`src/rtl/bsg_fifo_1r1w_small.sv`:
```
// Small synchronous-reset 1-read/1-write FIFO. A push while full is accepted
// when the head is consumed in the same cycle.
module bsg_fifo_1r1w_small #(
  parameter int unsigned width_p = 8,
  parameter int unsigned els_p   = 8,
  localparam int unsigned ptr_w  = (els_p > 1) ? $clog2(els_p) : 1,
  localparam int unsigned cnt_w  = $clog2(els_p + 1)
) (
  input  logic               clk_i,
  input  logic               reset_i,
  input  logic               v_i,
  input  logic [width_p-1:0] data_i,
  output logic               full_o,
  output logic               v_o,
  output logic [width_p-1:0] data_o,
  input  logic               yumi_i
);

  logic [width_p-1:0] r_mem [els_p];
  logic [ptr_w-1:0]   r_wptr, r_rptr;
  logic [cnt_w-1:0]   r_count;
  logic               w_enq, w_deq;

  assign full_o = (r_count == cnt_w'(els_p));
  assign v_o    = (r_count != '0);
  assign data_o = r_mem[r_rptr];
  assign w_enq  = v_i && (!full_o || yumi_i);
  assign w_deq  = yumi_i && v_o;

  // Pointer and occupancy bookkeeping.
  always_ff @(posedge clk_i) begin
    if (reset_i) begin
      r_wptr  <= '0;
      r_rptr  <= '0;
      r_count <= '0;
    end else begin
      if (w_enq) r_wptr <= (r_wptr == ptr_w'(els_p - 1)) ? '0 : r_wptr + 1'b1;
      if (w_deq) r_rptr <= (r_rptr == ptr_w'(els_p - 1)) ? '0 : r_rptr + 1'b1;
      case ({w_enq, w_deq})
        2'b10:   r_count <= r_count + 1'b1;
        2'b01:   r_count <= r_count - 1'b1;
        default: r_count <= r_count;
      endcase
    end
  end

  // Storage write; contents need no reset since occupancy gates reads.
  always_ff @(posedge clk_i) begin
    if (w_enq) r_mem[r_wptr] <= data_i;
  end

endmodule

```
`config.mk`:
```
export PLATFORM = sky130hd
export DESIGN_NAME = bsg_fifo_1r1w_small
export DESIGN_NICKNAME = d
export VERILOG_FILES = /design/src/rtl/bsg_fifo_1r1w_small.sv
export SDC_FILE = /design/constraint.sdc
export NUM_CORES = 1
export LEC_CHECK = 0
export BUFFER_PORTS_ARGS = -buffer_cell sky130_fd_sc_hd__buf_2
export CAP_MARGIN = 20
export CORE_MARGIN = 8
export CORE_UTILIZATION = 55
export CTS_CLUSTER_DIAMETER = 60
export DETAILED_ROUTE_END_ITERATION = 8
export GPL_ROUTABILITY_DRIVEN = 0
export PLACE_DENSITY = 0.74
export SYNTH_ARGS = -nofsm -noshare
export SYNTH_HDL_FRONTEND = slang
export SYNTH_SLANG_ARGS = --single-unit
export TNS_END_PERCENT = 50
```
`constraint.sdc`:
```
create_clock -name clk_i -period 6 [get_ports clk_i]
set_clock_uncertainty 0.15 [all_clocks]
set_input_delay 0.6 -clock clk_i [delete_from_list [all_inputs] [get_ports clk_i]]
set_output_delay 0.6 -clock clk_i [all_outputs]
set_load 0.03 [all_outputs]
```
### After elaboration in Yosys (flattened, before gate mapping)

Memory sizes are Yosys's and may differ from the RTL's. A register that Yosys moved wholly into a read port is not among the register bits.
Index checks and enable logic that the tools add are counted.

| storage, ports and cells | value |
|---|---|
| logic and storage cells | 26 |
| memories | 1 |
| input port bits | 12 |
| flip-flop bits (word level) | 10 |
| bits in writable memories | 64 |

| operators by class | value |
|---|---|
| reduce and logical (&&, ||, !) cells | 6 |
| equal/unequal tests | 5 |
| add/sub/neg operators | 4 |
| multiplexer cells | 7 |

Memories:

| memory | depth | width | read ports | clocked after memory_dff | write ports | RTL line | text |
|---|---|---|---|---|---|---|---|
| r_mem | 8 | 8 | 1 | 1 | 1 | 19 | `logic [width_p-1:0] r_mem [els_p];` |

Operators by type and width:

| kind | count |
|---|---|
| $mux 3 | 4 |
| $pmux 4 s2 | 1 |
| $add 3x1->3 const B | 2 |
| $eq 3x3->1 const B | 2 |
| $add 4x1->4 const B | 1 |
| $eq 4x4->1 const B | 1 |
| $reduce_bool 4->1 | 1 |
| $sub 4x1->4 const B | 1 |
| $eq 2x1->1 const B | 1 |
| $eq 2x2->1 const B | 1 |
| $logic_and 1x1->1 | 2 |
| $mux 1 | 2 |
| $reduce_bool 2->1 | 1 |
| $logic_not 1->1 | 1 |
| $logic_or 1x1->1 | 1 |

### Depth between registers and ports, before layout

Gate-level depths: netlist of run 1.

| logic depth | value |
|---|---|
| depth in word-level cells | 6 |
| depth in mapped cells | 10 |
| gate-level depth less buffers | 10 |

### Least setup slack after synthesis of run 1

Ideal clock, no wire load.

| timing path | value |
|---|---|
| path kind | reg2reg |
| from | register r_count[1] |
| to | register r_count[2] |
| cell stages (with the launch flop) | 11 |
| required time | 5.779 ns |
| data arrival time | 2.538 ns |
| setup time | 0.071 ns |
| path slack | 3.241 ns |
| path through | dfxtp_1 > or4_1 > nand2_1 > inv_1 > ha_1 > xor2_1 > ha_1 > a21oi_1 > xor2_1 > or3_1 > a21oi_1 |

| on the way | value |
|---|---|
| elaborated cells between the ends (all ways) | 12 |
| those cells by class | 2 x add/sub; 3 x eq/ne; 1 x mux; 6 x reduce/logical |

RTL lines:

| item | RTL line | text |
|---|---|---|
| start: declaration | 21 | `logic [cnt_w-1:0] r_count;` |
| start signal: assignment | 40 | `2'b10: r_count <= r_count + 1'b1;` |
| start signal: assignment | 41 | `2'b01: r_count <= r_count - 1'b1;` |
| start signal: assignment | 42 | `default: r_count <= r_count;` |
| $reduce_bool 4->1 * | 25 | `assign v_o = (r_count != '0);` |
| net v_o | 14 | `output logic v_o,` |
| $logic_and 1x1->1 * | 28 | `assign w_deq = yumi_i && v_o;` |
| $eq 2x1->1 or $eq 2x2->1 (tied branches) | 39 | `case ({w_enq, w_deq})` |
| $pmux 4 s2 or $reduce_bool 2->1 (tied branches) | n/a |  |

The timed path passes the listed nets; every way through them passes the cells marked *.
A chain may end at the register's enable or synchronous reset.

### Worst setup path in the final report of run 1

| timing path | value |
|---|---|
| from | register r_count[1] |
| to | register r_count[2] |

| on the way | value |
|---|---|
| longest elaborated chain between the ends | 6 |
| elaborated cells between the ends (all ways) | 12 |
| those cells by class | 2 x add/sub; 3 x eq/ne; 1 x mux; 6 x reduce/logical |

Ends and longest elaborated chain:

| item | RTL line | text |
|---|---|---|
| $eq 4x4->1 | 24 | `assign full_o = (r_count == cnt_w'(els_p));` |
| $logic_not 1->1 | 27 | `assign w_enq = v_i && (!full_o \|\| yumi_i);` |
| $logic_or 1x1->1 | 27 |  |
| $logic_and 1x1->1 | 27 |  |
| $eq 2x1->1 or $eq 2x2->1 (tied branches) | 39 |  |
| $pmux 4 s2 or $reduce_bool 2->1 (tied branches) | n/a |  |

Several ways; a longest one is shown, not always the timed one.

==> metrics.md, run 1 <==
| Metric | Value |
|---|---|
| Post-layout minimum cycle time | `around 2800 ps` |
| Final Hold Vio Count | `0` |
| Longest Clk Path Bufs | `2` |
| Die Span X | `about 91 um` |
| Reg-to-reg slack, setup | `roughly 3200 ps` |
| Vias in the first global route | `1766` |
| Number of setup buffers added after CTS | `0` |
| Combinational family with the most area after synthesis | `multiplexers` |
| Count of boundary I/O pins | `22` |
| Portion of netlist area occupied by mux cells | `roughly 16%` |
| Worst-path maximum fanout | `11` |
| Number of buffer and inverter stages on the critical path | `0` |
| Headroom to the max-slew limit | `39.5%` |
| Overall overflow remaining after global route | `0` |
| Type of the setup path with the least slack | `reg2reg` |
| Finished Core Util | `64.9%` |
| Number of buffers inserted for hold repair after clock tree synthesis | `0` |
| Unrepaired setup endpoints after global routing | `no` |
| Std cell rows | `27` |
| Sequential share of the synthesized area | `a little under three quarters` |
| Post-detailed-placement half-perimeter wirelength | `3630 um` |
| Cell with the biggest individual delay on the critical path | `or4b_4` |
| Count of buffers inserted at the top-level ports | `21` |
| Outcome | `complete, no violations` |
| Share of synthesized cell area in full adder, half adder and majority cells | `roughly 2.8%` |
| Syn-to-layout area delta | `15.4%` |
| Required time of the worst setup path | `just over 6000 ps` |
| Number of resized instances in the post-cts repair step | `0` |
| Library cells used by synthesis | `30` |
| Number of vias after detailed routing | `1582` |
| Maximum number of pins on one net before global-route repair | `17` |
| Root cell of the clock tree | `clkbuf_8` |
| Post-synthesis instance area | `around 3000 sq um` |
| Final routed wirelength across all metal layers | `between 5000 and 6000 um` |
| Synthesized netlist cell count | `about 170` |
| Syn. warnings | `0` |
| Clock transition at the registers of the reported paths | `~70 ps` |
| Max cap viols | `0` |
| Setup_tns | `0 ps` |
| Mean area per synthesized cell | `18.2 sq um` |
| Share of synthesized flip-flops with an asynchronous set or reset | `0%` |
| Ratio of total power to cell area | `415 nW/um^2` |
| Xor/xnor cell area share of the yosys netlist | `less than 1%` |
| Static leakage | `around 1.2 nW` |
| Worst-margin pin slew | `~900 ps` |
| First-pass GRT wire length | `9070 um` |
| Most common cell after layout, fill and taps aside | `edfxtp_1` |
| Overall track demand over capacity in global routing | `approximately 15%` |
| TritonCTS Sinks | `77` |
| Hold Crit Class | `reg2reg` |
| Core Region | `5470 sq um` |
| Post-synthesis sequential element count | `77` |
| Post-synthesis share of cell area spent on and, or, nand and nor gates | `under 10%` |
| Level count of the clock H-tree | `3` |
| Final antenna diode count | `0` |
| Maximum vdd drop | `248 uV` |
| Final-stage net count | `220` |
| Total power consumption of the routed design | `1.47 mW` |
| Post-DRT Antenna Nets | `0` |
| Iter 0 DRT Violations | `slightly above 80` |
| Number of flops mapped to enable cells by yosys | `64` |
| Chain of cells forming the critical path | `or4b_4, o21ai_4, ha_1, xor2_1, ha_1, a21oi_1, xor2_1, or3_1, a21oi_1` |
| CP Launch Type | `register` |
| Part of the cycle the worst path needs | `a little under half` |
| Crit path largest cell delay | `approximately 590 ps` |
| DRC viols | `0` |
| Effective utilization at floorplan | `roughly 56%` |
| Via/cell ratio | `about 5.7` |
| Cell count of the worst reg-to-reg path | `9` |
| Area fraction in compound gates after synthesis | `2.68%` |
| Crit end category | `register` |
| Post-synthesis net count | `~190` |
| Worst-skew pair later-pin latency | `approximately 340 ps` |
| Height of the die | `a little over 90 um` |
| Number of CTS-inserted buffers | `9` |
| Initial antenna violation count | `0` |
| Leading register cell type out of synthesis | `edfxtp_1` |
| Commonest cells after routing, fill and taps aside | `64 x edfxtp_1, 21 x buf_2, 16 x mux4_2, 13 x dfxtp_1` |
| Number of cells on the critical path | `9` |
| Number of pins with negative max-slew slack in the final report | `0` |
| Area of the die | `between 8000 and 9000 sq um` |
| Number of endpoints failing setup at the final stage | `0` |
| Arrival time at the worst endpoint | `~3000 ps` |
| F_max | `about 350 MHz` |
| Cell class contributing the biggest share of worst-path delay | `simple AND/OR/NAND/NOR gates` |
| Detailed Routing Iterations Pass 1 | `5` |
| Routed wire length per instance | `around 20 um` |
| WHS Path Cells | `2` |
| Fraction of final layout cells sized beyond drive strength 1 | `between 30% and 40%` |
| TritonCTS clock tree | `yes` |
## report_power, final
group,switching (mW),internal (mW)
registers,0.0401,0.616
clock network,0.177,0.275
logic,0.192,0.175
## logic make-up after synthesis
group                    count (synthesis)
XOR/XNOR                                 3
AO/OA/AOI/OAI                           13
flip-flops                              77
buffers and inverters                    8
adder cells (fa/ha/maj)                  7
multiplexers                            27
AND/OR/NAND/NOR                         34
## routing by layer
layer,up-vias,routed length [um],share of wire (%),global-route usage (%)
met1,798,2220,40,16.2
met4,0,164,3.0,9.14
met5,-,0,0,0
met3,16,225,4.1,3.57
met2,33,2900,53,24.8
li1,735,-,-,-
## worst paths after layout
path | endpoint | from
hold reg to reg | r_rptr[2] | r_rptr[2]
hold / removal | r_rptr[2] | r_rptr[2]
setup / recovery | r_count[2] | r_count[1]
setup reg to reg | r_count[2] | r_count[1]
## metrics by stage
stage,setup WS [ps],instances,area [sq um],hold WS (ps)
floorplan,3240,169,3080,304
global placement,3150,261,3290,321
detailed placement,3130,261,3290,341
CTS,2760,277,3530,351
global route,3000,278,3550,365
finish,3170,278,3550,354
## area by class of cell
| type | count | area, sq um |
|---|---|---|
| Clock inverter | 7 | 114 |
| Sequential cell | 77 | 2180 |
| Multi-Input combinational cell | 84 | 866 |
| Timing Repair Buffer | 27 | 170 |
| Inverter | 2 | 7.51 |
| Tap cell | 72 | 90.1 |
| Clock buffer | 9 | 124 |
| Fill cell | 402 | 1920 |
## registers in the layout (all words and copies together), names as in the netlist, named ones only
| register | count |
|---|---|
| r_mem | 64 |
| r_count | 4 |
| r_wptr | 3 |
| r_rptr | 3 |
## worst reg2reg max path, cell delays in order, from the launching register on
cell and delay (ps):
dfxtp_1 370, or4b_4 590, o21ai_4 300, ha_1 330, xor2_1 170, ha_1 160, a21oi_1 50, xor2_1 160
or3_1 320, a21oi_1 150
## cell usage after synthesis (all sizes together) (2+ instances only)
master  count  area [sq um]
o21ai       2          21.3
mux2i       2          20.0
mux4       16           360
nor3        4          20.0
edfxtp     64          1920
inv         2          7.51
nor2        7          26.3
ha          7          87.6
buf         4          17.5
nand2b      3          18.8
xor2        3          26.3
clkbuf      2          7.51
dfxtp      13           260
a21oi       9          45.0
nand3       2          10.0
nand2       7          26.3
or3         3          18.8
mux2        9           101
No activity file was read; power rests on OpenSTA's default activity.
==> inputs of run 2 (changes only) <==
--- a/config.mk
+++ b/config.mk
@@ -8,7 +8,7 @@
 export BUFFER_PORTS_ARGS = -buffer_cell sky130_fd_sc_hd__buf_2
 export CAP_MARGIN = 20
 export CORE_MARGIN = 8
-export CORE_UTILIZATION = 55
+export CORE_UTILIZATION = 53
 export CTS_CLUSTER_DIAMETER = 60
 export DETAILED_ROUTE_END_ITERATION = 8
 export GPL_ROUTABILITY_DRIVEN = 0
==> constraint.sdc (replaced) <==
create_clock -name clk_i -period 2.5 [get_ports clk_i]
set_clock_uncertainty 0.15 [all_clocks]
set_input_delay 0.25 -clock clk_i [delete_from_list [all_inputs] [get_ports clk_i]]
set_output_delay 0.25 -clock clk_i [all_outputs]
set_load 0.03 [all_outputs]
==> run 2 against run 1 <==
The run now ends with negative setup slack left. Utilization increased by 0.55 points. Count of clock-buffer cells in the layout up 3. Via count rose by 3.8%. Fmax up 13%. First-iteration DRC count shrank 2.5%. Sequential share of layout area down 1.6 points. Setup slack worse by 3200 ps. Register-to-register slack lost 3200 ps. Global-route usage fell by 0.33 points. Die area up 3.1%. Flip-flop and latch count stayed put. Sequential power rose by 140%. Critical path type unchanged. Critical endpoint unchanged.
==> metrics.md, run 2 (synthesized netlist as in run 1, its figures left out) <==
| Metric | Value |
|---|---|
| First-pass GRT wire length | `about 9000 um` |
| Reg-to-reg startpoint | `r_count[1]` |
| Unrepaired setup endpoints after global routing | `yes` |
| Post-layout minimum cycle time | `2510 ps` |
| End point of the most critical hold path | `r_mem[4][1]` |
| Worst min-delay path startpoint | `data_i[1]` |
| Final Hold Vio Count | `0` |
| Initial antenna violation count | `0` |
| Violated checks | `negative setup slack` |
| Arrival time at the worst endpoint | `around 2600 ps` |
| Core Region | `between 5000 and 6000 sq um` |
| Commonest cells after routing, fill and taps aside | `64 x edfxtp_1, 21 x buf_2, 16 x mux4_2, 14 x buf_4` |
| Clock transition at the registers of the reported paths | `approximately 80 ps` |
| Required time of the worst setup path | `between 2000 and 3000 ps` |
| Worst reg2reg endpoint | `r_count[2]` |
| Setup_tns | `-14.7 ps` |
| Type of the setup path with the least slack | `reg2reg` |
| FF+latch area | `around 2200 sq um` |
| Ratio of total power to cell area | `around 1000 nW/um^2` |
| Longest Clk Path Bufs | `2` |
| Largest register FFs | `64` |
| Crit path largest cell delay | `approximately 560 ps` |
| Final instance area | `between 3000 and 4000 sq um` |
| Count of boundary I/O pins | `22` |
| Effective utilization at floorplan | `roughly 55%` |
| Area used by multi-input combinational logic | `about 910 sq um` |
| Die Span X | `~92 um` |
| TritonCTS clock tree | `yes` |
| Fraction of final layout cells sized beyond drive strength 1 | `40.7%` |
| CP Launch Type | `register` |
| Headroom to the max-slew limit | `44.8%` |
| Number of pins with negative max-slew slack in the final report | `0` |
| DRC viols | `0` |
| F_max | `approximately 400 MHz` |
| Register name with the most flops | `r_mem` |
| WHS Path Cells | `1` |
| Reg-to-reg slack, setup | `-9 ps` |
| Part of the cycle the worst path needs | `100%` |
| Number of buffers inserted for hold repair after clock tree synthesis | `0` |
| Biggest regs | `r_mem x64, r_count x4` |
| Chain of cells forming the critical path | `or4b_4, o21ai_4, ha_4, xor2_2, ha_1, a21oi_2, xor2_1, or3_1, a21oi_1` |
| Post-detailed-placement half-perimeter wirelength | `approximately 3800 um` |
| Overall track demand over capacity in global routing | `14.3%` |
| Count of buffers inserted at the top-level ports | `21` |
| Worst-margin pin slew | `825 ps` |
| Root cell of the clock tree | `clkbuf_8` |
| Final-stage net count | `228` |
| Routed wire length per instance | `19.5 um` |
| Maximum number of pins on one net before global-route repair | `17` |
| Overall overflow remaining after global route | `0` |
| Post-DRT Antenna Nets | `0` |
| Maximum vdd drop | `between 600 and 700 uV` |
| Number of vias after detailed routing | `1642` |
| Hold Crit Class | `in2reg` |
| Area of the die | `8510 sq um` |
| Outcome | `finished, violations left` |
| Final antenna diode count | `0` |
| Filler instances | `about 380` |
| Syn-to-layout area delta | `18.5%` |
| Max cap viols | `0` |
| Cell area after placement | `roughly 3300 sq um` |
| Std cell rows | `27` |
| Level count of the clock H-tree | `3` |
| Final setup slack of the worst path | `-9.49 ps` |
| Worst-path maximum fanout | `5` |
| Cell count of the worst reg-to-reg path | `9` |
| Most common cell after layout, fill and taps aside | `edfxtp_1` |
| Via/cell ratio | `around 5.7` |
| Worst-skew pair later-pin latency | `340 ps` |
| Crit end category | `register` |
| TritonCTS Sinks | `77` |
| Static leakage | `1.28 nW` |
| Number of CTS-inserted buffers | `9` |
| Iter 0 DRT Violations | `just under 80` |
| Height of the die | `just over 90 um` |
| Cell with the biggest individual delay on the critical path | `or4b_4` |
| Detailed Routing Iterations Pass 1 | `4` |
| Final routed wirelength across all metal layers | `approximately 5600 um` |
| Vias in the first global route | `between 1500 and 2000` |
| Number of endpoints failing setup at the final stage | `2` |
==> run 2: cell types whose count changed in the layout (fill, tap and decap cells not counted), moves of 2 or more <==
cell      delta
a21oi_1      -2
a21oi_2      +2
buf_4        +9
clkbuf_8     +2
clkinv_2     -2
dfxtp_1      -2
dfxtp_2      +2
ha_1         -2
==> run 2: worst max path at each step <==
stage,from,to,slack [ps],cells after the start
detailed placement,r_count[2],r_count[3],-80,8
global route,r_count[1],r_count[2],-100,9
CTS,r_count[1],r_count[2],-1,9
global placement,r_count[2],r_count[3],60,8
finish,r_count[1],r_count[2],-9,9
floorplan,r_count[2],r_count[2],-10,9
==> run 2: critical path, delay by kind of cell, from the launching register on <==
kind	cells	cell delay, ps
xor gates and xnor gates	2	280
DFF	1	350
and+or+nand+nor	2	870
AOI/OAI and AO/OA	3	420
adders and majority gates	2	370
==> run 2: layer usage <==
metal  track usage (%)  share of wire (%)
met1              15.6                 41
met2              24.3                 53
met3              2.93                2.7
met4              10.6                3.1
met5                 0                  0
==> run 2: through the flow <==
| step | power, mW | hold slack, ps | utilization [%] | setup slack (ps) | cells |
|---|---|---|---|---|---|
| 2_1_floorplan | 2.28 | 199 | - | -12.8 | 169 |
| 3_3_place_gp | 2.49 | 324 | 60.1 | 57.0 | 266 |
| 3_5_place_dp | 2.54 | 355 | 60.1 | -77.1 | 266 |
| 4_1_cts | 3.72 | 17.1 | 65.2 | -0.976 | 286 |
| 5_1_grt | 3.86 | 22.1 | 65.5 | -97.2 | 286 |
| 6_report | 3.70 | 37.0 | 65.5 | -9.49 | 286 |
==> run 2: report_power, final <==
part / total [mW] / leakage (nW) / switching (mW) / internal (mW)
Clock: 1.13 / 0.127 / 0.410 / 0.717
Sequential: 1.55 / 0.688 / 0.0646 / 1.48
Combinational: 1.03 / 0.462 / 0.538 / 0.487
Total: 3.70 / 1.28 / 1.01 / 2.68
==> run 2: final cells by class <==
type | instances | share of cell area, %
Inverter | 2 | 0.206
Clock inverter | 4 | 2.61
Tap cell | 72 | 2.47
Multi-Input combinational cell | 84 | 24.9
Clock buffer | 12 | 4.25
Timing Repair Buffer | 35 | 5.76
Sequential cell | 77 | 59.9
==> run 2: what timing repair did <==
item,in CTS,in global routing
pin swaps,4,2
buffers inserted,4,0
resized for setup,3,3
setup endpoints to repair,2,2
==> inputs of run 3 (changes only) <==
--- a/config.mk
+++ b/config.mk
@@ -5,8 +5,10 @@
 export SDC_FILE = /design/constraint.sdc
 export NUM_CORES = 1
 export LEC_CHECK = 0
+export ABC_CLOCK_PERIOD_IN_PS = 2500
 export BUFFER_PORTS_ARGS = -buffer_cell sky130_fd_sc_hd__buf_2
 export CAP_MARGIN = 20
+export CORE_ASPECT_RATIO = 0.5
 export CORE_MARGIN = 8
 export CORE_UTILIZATION = 53
 export CTS_CLUSTER_DIAMETER = 60
==> run 3 against run 2 <==
The run now ends clean. First-iteration DRC count increased by 62%. Via count down 2.1%. Flip-flop and latch count stayed put. Non-clock buffer count did not move. Count of clock-buffer cells in the layout shrank 2. Fmax is 0.69% higher. Setup slack better by 17 ps. Design area grew 1.8%. Sequential share of layout area fell by 1.0 points. Routed wire length fell by 0.82%. Critical endpoint unchanged. Largest power group unchanged.
==> metrics.md, run 3 (synthesized netlist as in run 1, its figures left out) <==
| Metric | Value |
|---|---|
| Outcome | `complete, no violations` |
| Root cell of the clock tree | `clkbuf_16` |
| Height of the die | `between 60 and 70 um` |
| First-pass GRT wire length | `just under 9000 um` |
| Cell class contributing the biggest share of worst-path delay | `simple AND/OR/NAND/NOR gates` |
| Cell with the biggest individual delay on the critical path | `or4b_4` |
| DRC viols | `0` |
| Cell Int Power | `approximately 2.7 mW` |
| Level count of the clock H-tree | `3` |
| Area of the die | `8660 sq um` |
| Fraction of final layout cells sized beyond drive strength 1 | `41.1%` |
| Area used by multi-input combinational logic | `~910 sq um` |
| Ratio of total power to cell area | `a little over 1000 nW/um^2` |
| Crit path largest cell delay | `570 ps` |
| Initial antenna violation count | `0` |
| Overall track demand over capacity in global routing | `around 14%` |
| Part of the power in registers | `around two fifths` |
| Count of buffers inserted at the top-level ports | `21` |
| Post-detailed-placement half-perimeter wirelength | `3490 um` |
| Final antenna diode count | `0` |
| Type of the setup path with the least slack | `reg2reg` |
| Filler instances | `roughly 380` |
| Final routed wirelength across all metal layers | `around 5500 um` |
| Post-DRT Antenna Nets | `0` |
| Hold Crit Class | `in2reg` |
| Switching share of power | `~28%` |
| F_max | `between 400 and 500 MHz` |
| Net Switching | `1.09 mW` |
| Headroom to the max-slew limit | `45.8%` |
| Commonest cells after routing, fill and taps aside | `64 x edfxtp_1, 21 x buf_2, 16 x mux4_2, 13 x buf_4, 10 x dfxtp_1` |
| Most common cell after layout, fill and taps aside | `edfxtp_1` |
| Hold Slack | `roughly 36 ps` |
| Detailed Routing Iterations Pass 1 | `4` |
| Worst-skew pair later-pin latency | `roughly 330 ps` |
| Die Span X | `124 um` |
| Longest Clk Path Bufs | `2` |
| Max cap viols | `0` |
| Core Region | `between 5000 and 6000 sq um` |
| Chain of cells forming the critical path | `or4b_4, o21ai_4, ha_4, xor2_1, ha_1, a21oi_1, xor2_1, or3_1, a21oi_1` |
| Routed wire length per instance | `slightly below 20 um` |
| Overall overflow remaining after global route | `0` |
| Biggest regs | `r_mem x64, r_count x4` |
| Number of CTS-inserted buffers | `9` |
| Share of total power in combinational logic | `approximately a quarter` |
| Clock transition at the registers of the reported paths | `roughly 60 ps` |
| TritonCTS clock tree | `yes` |
| Register name with the most flops | `r_mem` |
| Final Hold Vio Count | `0` |
| Vias in the first global route | `~1700` |
| Post-layout minimum cycle time | `approximately 2500 ps` |
| Worst-margin pin slew | `between 800 and 900 ps` |
| Number of buffer and inverter stages on the critical path | `0` |
| Part of the total power dissipated in the clock network | `~34%` |
| TritonCTS Sinks | `77` |
| Unrepaired setup endpoints after global routing | `yes` |
| Syn-to-layout area delta | `20.6%` |
| Arrival time at the worst endpoint | `~2600 ps` |
| Largest register FFs | `64` |
| Part of the cycle the worst path needs | `around 100%` |
| Count of boundary I/O pins | `22` |
| Number of vias after detailed routing | `approximately 1600` |
| Number of pins with negative max-slew slack in the final report | `0` |
| Maximum number of pins on one net before global-route repair | `17` |
| Worst-path maximum fanout | `5` |
| Via/cell ratio | `5.60` |
| FF+latch area | `between 2000 and 2500 sq um` |
| Effective utilization at floorplan | `55.6%` |
| Required time of the worst setup path | `around 2600 ps` |
| Std cell rows | `19` |
| CP Launch Type | `register` |
| Number of endpoints failing setup at the final stage | `0` |
| Final-stage net count | `between 200 and 250` |
| Total power consumption of the routed design | `3.83 mW` |
| Iter 0 DRT Violations | `approximately 130` |
| Static leakage | `between 1 and 1.5 nW` |
| Crit end category | `register` |
| Maximum vdd drop | `approximately 700 uV` |
## run 3: cell count changes in the layout (fill, tap and decap cells not counted), moves of 2 or more
cell,delta
bufinv_16,-2
clkbuf_16,+9
clkbuf_8,-11
clkinvlp_4,+3
inv_6,+2
## run 3: area by class of cell
cell class | instances | area share, %
timing repair buffer | 35 | 6.00
sequential | 77 | 58.8
clock inverter | 6 | 1.89
tap | 73 | 2.46
inverter | 2 | 0.202
multi-input combinational | 84 | 24.5
clock buffer | 10 | 6.16
## run 3: worst paths after layout
check,depth (start not counted),slack [ps],start,end
hold / removal,1,40,data_i[5],r_mem[6][5]
setup / recovery,9,8,r_count[0],r_count[2]
hold reg to reg,2,330,r_rptr[1],r_rptr[1]
setup reg to reg,9,8,r_count[0],r_count[2]
## run 3: stage by stage
step / utilization (%) / setup slack (ps) / area (sq um) / TNS (ps) / std cells
after floorplan: - / -12.8 / 3100 / -12.8 / 169
after global placement: 61.1 / 39.8 / 3380 / 0 / 269
after detailed placement: 61.2 / -53.0 / 3390 / -65.2 / 270
after CTS: 66.8 / -39.4 / 3700 / -39.4 / 286
after global routing: 67.1 / -98.5 / 3710 / -139 / 287
final: 67.1 / 7.80 / 3710 / 0 / 287
## run 3: routing by layer
metal	track usage (%)	wire [um]
met1	17.3	2370
met2	21.5	2680
met3	6.74	459
met4	3.97	27
met5	0	0
## run 3: worst reg2reg max path: stages (launching register included)
cell and delay (ps):
dfxtp_2 340, or4b_4 570, o21ai_4 200, ha_4 200, xor2_1 160, ha_1 160, a21oi_1 50, xor2_1 160
or3_1 310, a21oi_1 150
## run 3: timing repair
| item | in CTS | in global routing |
|---|---|---|
| endpoints found under the setup margin | 2 | 2 |
| resized for setup | 2 | 4 |
| pin swaps | 0 | 3 |
| hold buffers | 0 | 0 |
| buffers inserted | 0 | 1 |
## run 3: power by group through the flow
stage	Sequential [mW]	Clock (mW)	Combinational (mW)
6_report	1.54	1.28	1.00
3_5_place_dp	1.57	0	0.998
2_1_floorplan	1.55	0	0.732
4_1_cts	1.54	1.31	1.01
3_3_place_gp	1.56	0	0.972
5_1_grt	1.56	1.36	1.10
